### config.mk
export PLATFORM = sky130hd
export DESIGN_NAME = v8_pulse_gen
export DESIGN_NICKNAME = d
export VERILOG_FILES = /design/src/rtl/v8_param_pkg.sv /design/src/rtl/v8_period_timer.sv /design/src/rtl/v8_pulse_gen.sv
export SDC_FILE = /design/constraint.sdc
export NUM_CORES = 1
export LEC_CHECK = 0
export CORE_ASPECT_RATIO = 0.75
export CORE_UTILIZATION = 40
export CTS_BUF_LIST = sky130_fd_sc_hd__clkbuf_16
export CTS_CLUSTER_DIAMETER = 30
export DETAILED_ROUTE_END_ITERATION = 7
export SETUP_SLACK_MARGIN = 0.05
export SYNTH_ARGS = -nofsm -noshare
export SYNTH_HDL_FRONTEND = slang
export SYNTH_SLANG_ARGS = --single-unit
### constraint.sdc
create_clock -name clk -period 5.7 [get_ports clk]
set_input_delay 0.57 -clock clk [delete_from_list [all_inputs] [get_ports clk]]
set_output_delay 0.57 -clock clk [all_outputs]
set_load 0.005 [all_outputs]
### src/rtl/v8_param_pkg.sv
// ---------------------------------------------------------------------------
// v8_param
//   Shared constants and types for the v8 shaping-filter chain.
//   Adds the synthetic pulse-generator settings, its FSM state type and
//   the saturating accumulator adder used by v8_pulse_gen.
// ---------------------------------------------------------------------------
package v8_param;

    // ADC sample width (signed samples on the filter input interface)
    localparam int SIZE_ADC_DATA   = 12;

    // Pulse generator defaults
    localparam int GEN_FRAC        = 8;   // accumulator fractional bits
    localparam int GEN_RISE_SHIFT  = 2;   // rise length = 2^GEN_RISE_SHIFT cycles
    localparam int GEN_DECAY_SHIFT = 4;   // tau ~ 2^GEN_DECAY_SHIFT samples
    localparam int GEN_PERIOD      = 64;  // auto-trigger interval in cycles

    typedef enum logic [1:0] {
        GEN_IDLE,
        GEN_RISE,
        GEN_DECAY
    } v8_gen_state_t;

    // Unsigned add that sticks at lim instead of wrapping. Operands are
    // carried at 64 bits so the carry out of the caller's width is visible.
    function automatic logic [63:0] gen_sat_add(
        input logic [63:0] a,
        input logic [63:0] b,
        input logic [63:0] lim
    );
        logic [64:0] sum;
        sum = {1'b0, a} + {1'b0, b};
        if (sum > {1'b0, lim}) begin
            return lim;
        end
        return sum[63:0];
    endfunction

endpackage

### src/rtl/v8_period_timer.sv
// ---------------------------------------------------------------------------
// v8_period_timer
//   Free-running interval counter for the pulse generator's auto-trigger.
//   Counts while en is high, restarts after PERIOD-1, and is held at zero
//   while en is low.
//
//   clk    in  clock
//   reset  in  asynchronous, active-low reset
//   en     in  count enable (auto_en of the generator)
//   tick   out high while the count sits at PERIOD-1 and en is high
// ---------------------------------------------------------------------------
module v8_period_timer
    import v8_param::*;
#(
    parameter int PERIOD = GEN_PERIOD
) (
    input  logic clk,
    input  logic reset,
    input  logic en,
    output logic tick
);

    localparam int CW = (PERIOD > 1) ? $clog2(PERIOD) : 1;
    localparam logic [CW-1:0] LAST = CW'(PERIOD - 1);

    logic [CW-1:0] period_cnt;
    logic          at_last;

    assign at_last = (period_cnt == LAST);
    assign tick    = en & at_last;

    always_ff @(posedge clk or negedge reset) begin
        if (!reset) begin
            period_cnt <= '0;
        end else if (!en || at_last) begin
            period_cnt <= '0;
        end else begin
            period_cnt <= period_cnt + 1'b1;
        end
    end

endmodule

### src/rtl/v8_pulse_gen.sv
// ---------------------------------------------------------------------------
// v8_pulse_gen
//   Synthetic ADC-sample source for the v8 shaping-filter input. Produces
//   detector-like pulses: a linear rise of 2^RISE_SHIFT cycles followed by a
//   first-order exponential decay, riding on a signed baseline. Triggers
//   arriving during the decay tail pile up on the remaining charge.
//
//   clk          in  clock
//   reset        in  asynchronous, active-low reset
//   trig         in  pulse request, sampled on rising clk
//   auto_en      in  enable periodic internal trigger
//   amp          in  unsigned amplitude, latched on an accepted trigger
//   baseline     in  signed offset added every cycle
//   adc_data     out signed generated sample (registered)
//   busy         out high while rising or decaying
//   pulse_start  out one-cycle strobe on an accepted trigger
//   trig_lost    out one-cycle strobe for a trigger that arrived mid-rise
// ---------------------------------------------------------------------------
module v8_pulse_gen #(
    parameter int SIZE_ADC_DATA = v8_param::SIZE_ADC_DATA,
    parameter int GEN_FRAC      = v8_param::GEN_FRAC,
    parameter int RISE_SHIFT    = v8_param::GEN_RISE_SHIFT,
    parameter int DECAY_SHIFT   = v8_param::GEN_DECAY_SHIFT,
    parameter int PERIOD        = v8_param::GEN_PERIOD
) (
    input  logic                     clk,
    input  logic                     reset,
    input  logic                     trig,
    input  logic                     auto_en,
    input  logic [SIZE_ADC_DATA-1:0] amp,
    input  logic [SIZE_ADC_DATA-1:0] baseline,
    output logic [SIZE_ADC_DATA-1:0] adc_data,
    output logic                     busy,
    output logic                     pulse_start,
    output logic                     trig_lost
);

    import v8_param::*;

    // Two extra integer bits give headroom for piled-up pulses
    localparam int ACC_W = SIZE_ADC_DATA + GEN_FRAC + 2;
    localparam int SUM_W = SIZE_ADC_DATA + GEN_FRAC + 3;
    localparam int RCW   = RISE_SHIFT + 1;

    localparam logic [ACC_W-1:0]        ACC_MAX   = '1;
    localparam logic [RCW-1:0]          RISE_LAST = RCW'((1 << RISE_SHIFT) - 1);
    localparam logic signed [SUM_W-1:0] OUT_MAX   = SUM_W'((1 << (SIZE_ADC_DATA - 1)) - 1);
    localparam logic signed [SUM_W-1:0] OUT_MIN   = SUM_W'(-(1 << (SIZE_ADC_DATA - 1)));

    v8_gen_state_t              state;
    logic [ACC_W-1:0]           acc;
    logic [RCW-1:0]             rise_cnt;
    logic [SIZE_ADC_DATA-1:0]   amp_lat;

    logic                       auto_tick;
    logic                       t_eff;
    logic [ACC_W-1:0]           rise_inc;
    logic [ACC_W-1:0]           acc_rise;
    logic [ACC_W-1:0]           acc_decay;
    logic                       acc_int_zero;
    logic signed [SUM_W-1:0]    sum;
    logic [SIZE_ADC_DATA-1:0]   adc_next;

    v8_period_timer #(
        .PERIOD (PERIOD)
    ) u_period_timer (
        .clk   (clk),
        .reset (reset),
        .en    (auto_en),
        .tick  (auto_tick)
    );

    assign t_eff = trig | auto_tick;

    // Each of the 2^RISE_SHIFT adds contributes amp / 2^RISE_SHIFT in
    // accumulator units, so the full rise lands exactly on amp << GEN_FRAC.
    always_comb begin
        rise_inc     = ACC_W'(amp_lat) << (GEN_FRAC - RISE_SHIFT);
        acc_rise     = ACC_W'(gen_sat_add(64'(acc), 64'(rise_inc), 64'(ACC_MAX)));
        acc_decay    = acc - (acc >> DECAY_SHIFT);
        acc_int_zero = ((acc >> GEN_FRAC) == '0);
    end

    // Output stage: integer part of acc on top of the sign-extended baseline,
    // clamped to the signed sample range.
    always_comb begin
        sum = SUM_W'($signed(baseline)) + $signed(SUM_W'(acc >> GEN_FRAC));
        if (sum > OUT_MAX) begin
            adc_next = OUT_MAX[SIZE_ADC_DATA-1:0];
        end else if (sum < OUT_MIN) begin
            adc_next = OUT_MIN[SIZE_ADC_DATA-1:0];
        end else begin
            adc_next = sum[SIZE_ADC_DATA-1:0];
        end
    end

    // busy is assigned in every branch from the state being entered, so it
    // rises on the same edge the FSM leaves IDLE.
    always_ff @(posedge clk or negedge reset) begin
        if (!reset) begin
            state       <= GEN_IDLE;
            acc         <= '0;
            rise_cnt    <= '0;
            amp_lat     <= '0;
            adc_data    <= '0;
            busy        <= 1'b0;
            pulse_start <= 1'b0;
            trig_lost   <= 1'b0;
        end else begin
            adc_data    <= adc_next;
            pulse_start <= 1'b0;
            trig_lost   <= 1'b0;

            case (state)
                GEN_IDLE: begin
                    if (t_eff) begin
                        amp_lat     <= amp;
                        rise_cnt    <= '0;
                        pulse_start <= 1'b1;
                        busy        <= 1'b1;
                        state       <= GEN_RISE;
                    end else begin
                        busy <= 1'b0;
                    end
                end

                GEN_RISE: begin
                    acc       <= acc_rise;
                    rise_cnt  <= rise_cnt + 1'b1;
                    trig_lost <= t_eff;
                    busy      <= 1'b1;
                    if (rise_cnt == RISE_LAST) begin
                        state <= GEN_DECAY;
                    end
                end

                GEN_DECAY: begin
                    // A pile-up trigger wins over the exit test so a pulse
                    // arriving on the last tail sample is never dropped; the
                    // new rise starts from the undecayed acc.
                    if (t_eff) begin
                        amp_lat     <= amp;
                        rise_cnt    <= '0;
                        pulse_start <= 1'b1;
                        busy        <= 1'b1;
                        state       <= GEN_RISE;
                    end else if (acc_int_zero) begin
                        acc   <= '0;
                        busy  <= 1'b0;
                        state <= GEN_IDLE;
                    end else begin
                        acc  <= acc_decay;
                        busy <= 1'b1;
                    end
                end

                default: begin
                    acc   <= '0;
                    busy  <= 1'b0;
                    state <= GEN_IDLE;
                end
            endcase
        end
    end

endmodule
==> summary.md <==
| Metric | Value |
|---|---|
| Status | `finished clean` |
| Die width | `about 130 microns` |
| Setup Viol. Count Final | `0` |
| Vias | `4039` |
| WL/cell | `around 15 microns` |
| Place WS | `between 1.5 and 2 ns` |
| Register bit total from synthesis | `60` |
| Power density over cell area | `about 570 nW/um^2` |
| Setup Buffers After CTS | `0` |
| RSZ-0062 raised after global routing | `no` |
| CP Launch Type | `input port` |
| Avg Inst Size Synth | `8.808 sq um` |
| Metal1 wirelength | `5.765 mm` |
| Setup crit end kind | `flop` |
| Vias in the first global route | `3874` |
| GR Overflow Total | `0` |
| Io pins | `43` |
| Mapped Cells | `533` |
| Met2 wire length | `around 4.7 mm` |
| Hold WC Path Type | `input port to asynchronous set/reset pin` |
| Antenna cells | `0` |
| Slew HR | `38.13%` |
| Kind of critical path | `input port to flop` |
| Synthesis Warnings | `0` |
| Max clock buf depth | `2` |
| DRT Wirelength | `about 11 mm` |
| DR vias/cell | `5.488` |
| Die ar. | `12180 sq um` |
| Syn Nets | `about 620` |
| Worst Tran Pin Value | `0.9202 ns` |
| Routed wire length on met3 | `between 600 and 700 microns` |
| Fillers | `1081` |
| Post_cts resized | `0` |
| First-pass GRT wire length | `18.66 mm` |
| Leak | `roughly 2.5 nW` |
| Row count | `33` |
| Synth area leader | `dfrtp_1` |
| Antenna-violating nets left | `0` |
| Area of the core | `about 11000 sq um` |
| Post-synth top area share | `a little under a third` |
| WP data arrival | `between 3 and 4 ns` |
| Fin crit period | `around 3.6 ns` |
| Cell variety after synth | `59` |
| Die height | `approximately 96 microns` |
| CTS tree | `built` |
| Port Buffer Count | `42` |
| Slew Limit Fails | `0` |
| Worst hold slack | `~0.41 ns` |
| Dpl hpwl | `8.561 mm` |
| Initial Utilization | `41.95%` |
| Dominant cell by count in the synthesized netlist | `dfrtp_1` |
| Sum Neg Setup Slack | `0 ns` |
| VDD IR max | `231.0 uV` |
| Post-synth EDFFs | `0` |
| CP max FO | `11` |
| Total GRT Usage | `about a fifth` |
| RD Place Congestion | `between 0.8 and 0.9` |
| Clk root buf | `clkbuf_16` |
| Most frequent cells after synthesis | `60 x dfrtp_1, 52 x ha_1, 48 x a21oi_1` |
| First drt pass iteration count | `5` |
| Synth Flop Type | `dfrtp_1` |
| Maxcap violations | `0` |
| Layout cells sized above 1 | `under 10%` |
| Top Metal Used | `met4` |
| Maximum clock frequency | `between 0.2 and 0.3 GHz` |
| Fraction of registers with async set/reset | `100.0%` |
| Worst EP required | `5.85 ns` |
| Post-Syn Area | `around 4700 sq um` |
| Seq/Total Area, Yosys | `31.98%` |
| # nets final | `around 660` |
| Final core utilization | `49.73%` |
| Fin. Hold Viols | `0` |
| Leading post-synthesis cells by cell area | `dfrtp_1 32%, ha_1 14%, a21oi_1 5.1%, o21ai_0 4.8%, xnor2_1 4.5%` |
| # DRC | `0` |
| CTS buffer count | `9` |
| Final period utilization | `~62%` |
| Initial antenna violation count | `0` |
| Setup Skew | `around 0.0073 ns` |
| CTS Sinks | `60` |
| Multi-input gate area | `2989 sq um` |
| Worst-Skew Late Latency | `around 0.33 ns` |
| Setup ws final | `roughly 2.1 ns` |
| Clock H-tree levels | `3` |
| Hold-fix buffers at CTS | `0` |
| Sequential Area | `1501 sq um` |
| Layout area overhead | `18.52%` |
| Clock slew seen by the registers of the worst setup and hold paths | `approximately 0.050 ns` |
| Initial DRC count | `between 200 and 300` |
| Largest net degree at the start of global routing | `61` |
==> registers in the layout, summed over array words and instances, names as in the netlist <==
register and flops:
acc 22, trig_lost 1, amp_lat 12, rise_cnt 3, pulse_start 1, adc_data 12
u_period_timer.period_cnt 6, busy 1, state 2
==> power breakdown <==
| part | internal (mW) | switching [mW] |
|---|---|---|
| sequential | 0.559 | 0.122 |
| clock | 0.335 | 0.197 |
| combinational | 0.893 | 1.07 |
| total | 1.79 | 1.39 |
==> worst paths after layout <==
kind	start	to	slack [ns]	cells after the start
min in group clk	u_period_timer.period_cnt[0]	u_period_timer.period_cnt[0]	0.47	1
max reg2reg	acc[8]	adc_data[9]	2.29	10
min reg2reg	u_period_timer.period_cnt[0]	u_period_timer.period_cnt[0]	0.47	1
max in group asynchronous	reset	acc[17]	4.76	2
min	reset	u_period_timer.period_cnt[0]	0.41	2
max	baseline[0]	adc_data[9]	2.15	11
==> layout make-up <==
cell class,count,area share [%]
tap,157,3.530
clock inverter,7,1.214
inverter,37,2.496
multi-input combinational,420,53.72
clock buffer,9,4.048
sequential,60,26.98
timing repair buffer,46,8.005
==> per-layer routing <==
layer	GRT usage (%)	vias to the layer above
li1	-	2018
met1	27.42	1883
met2	31.50	129
met3	4.169	9
met4	4.067	0
met5	0	-
==> placed cells by master (no fill, tap or decap), types with 4 or more instances in the layout <==
| cell | count |
|---|---|
| dfrtp_1 | 60 |
| ha_1 | 52 |
| a21oi_1 | 48 |
| o21ai_0 | 45 |
| nand2_1 | 42 |
| clkdlybuf4s50_1 | 41 |
| nor2_1 | 40 |
| inv_1 | 37 |
| xnor2_1 | 24 |
| xor2_1 | 18 |
| a21o_1 | 12 |
| o21ai_1 | 11 |
| mux2_2 | 11 |
| nand3_1 | 9 |
| clkbuf_16 | 9 |
| and2_1 | 7 |
| a31oi_1 | 7 |
| nor3_1 | 6 |
| nand2b_1 | 6 |
| o221ai_1 | 6 |
| o21bai_1 | 5 |
| o21a_1 | 5 |
| and3_1 | 4 |
| or3_1 | 4 |
| clkinvlp_4 | 4 |
| buf_4 | 4 |
==> worst max-delay path, stage by stage <==
cell	delay, ns
clkdlybuf4s50_1	0.43
ha_1	0.25
fa_1	0.41
a21oi_1	0.19
o2111ai_1	0.19
a21oi_1	0.23
nand4b_1	0.17
a31oi_2	0.13
mux2i_1	0.15
o31ai_1	0.78
o21ai_1	0.20
==> stage by stage <==
stage | total power [mW] | instance area (sq um) | cells
2_1_floorplan | 2.175 | 4695 | 533
3_3_place_gp | 2.585 | 5271 | 720
3_5_place_dp | 2.633 | 5271 | 720
4_1_cts | 3.186 | 5564 | 736
5_1_grt | 3.486 | 5564 | 736
6_report | 3.179 | 5564 | 736
==> cell families (layout without fill, tap and decap cells) <==
group / after synthesis / in the layout / share of synthesized area (%)
DFF: 60 / 60 / 31.98
buffers and inverters: 53 / 99 / 4.344
muxes: 13 / 13 / 3.065
and+or+nand+nor: 130 / 130 / 12.71
AOI/OAI and AO/OA: 180 / 180 / 24.92
xor gates and xnor gates: 42 / 42 / 7.836
adders and majority gates: 55 / 55 / 15.14
No activity file was read; power rests on OpenSTA's default activity.
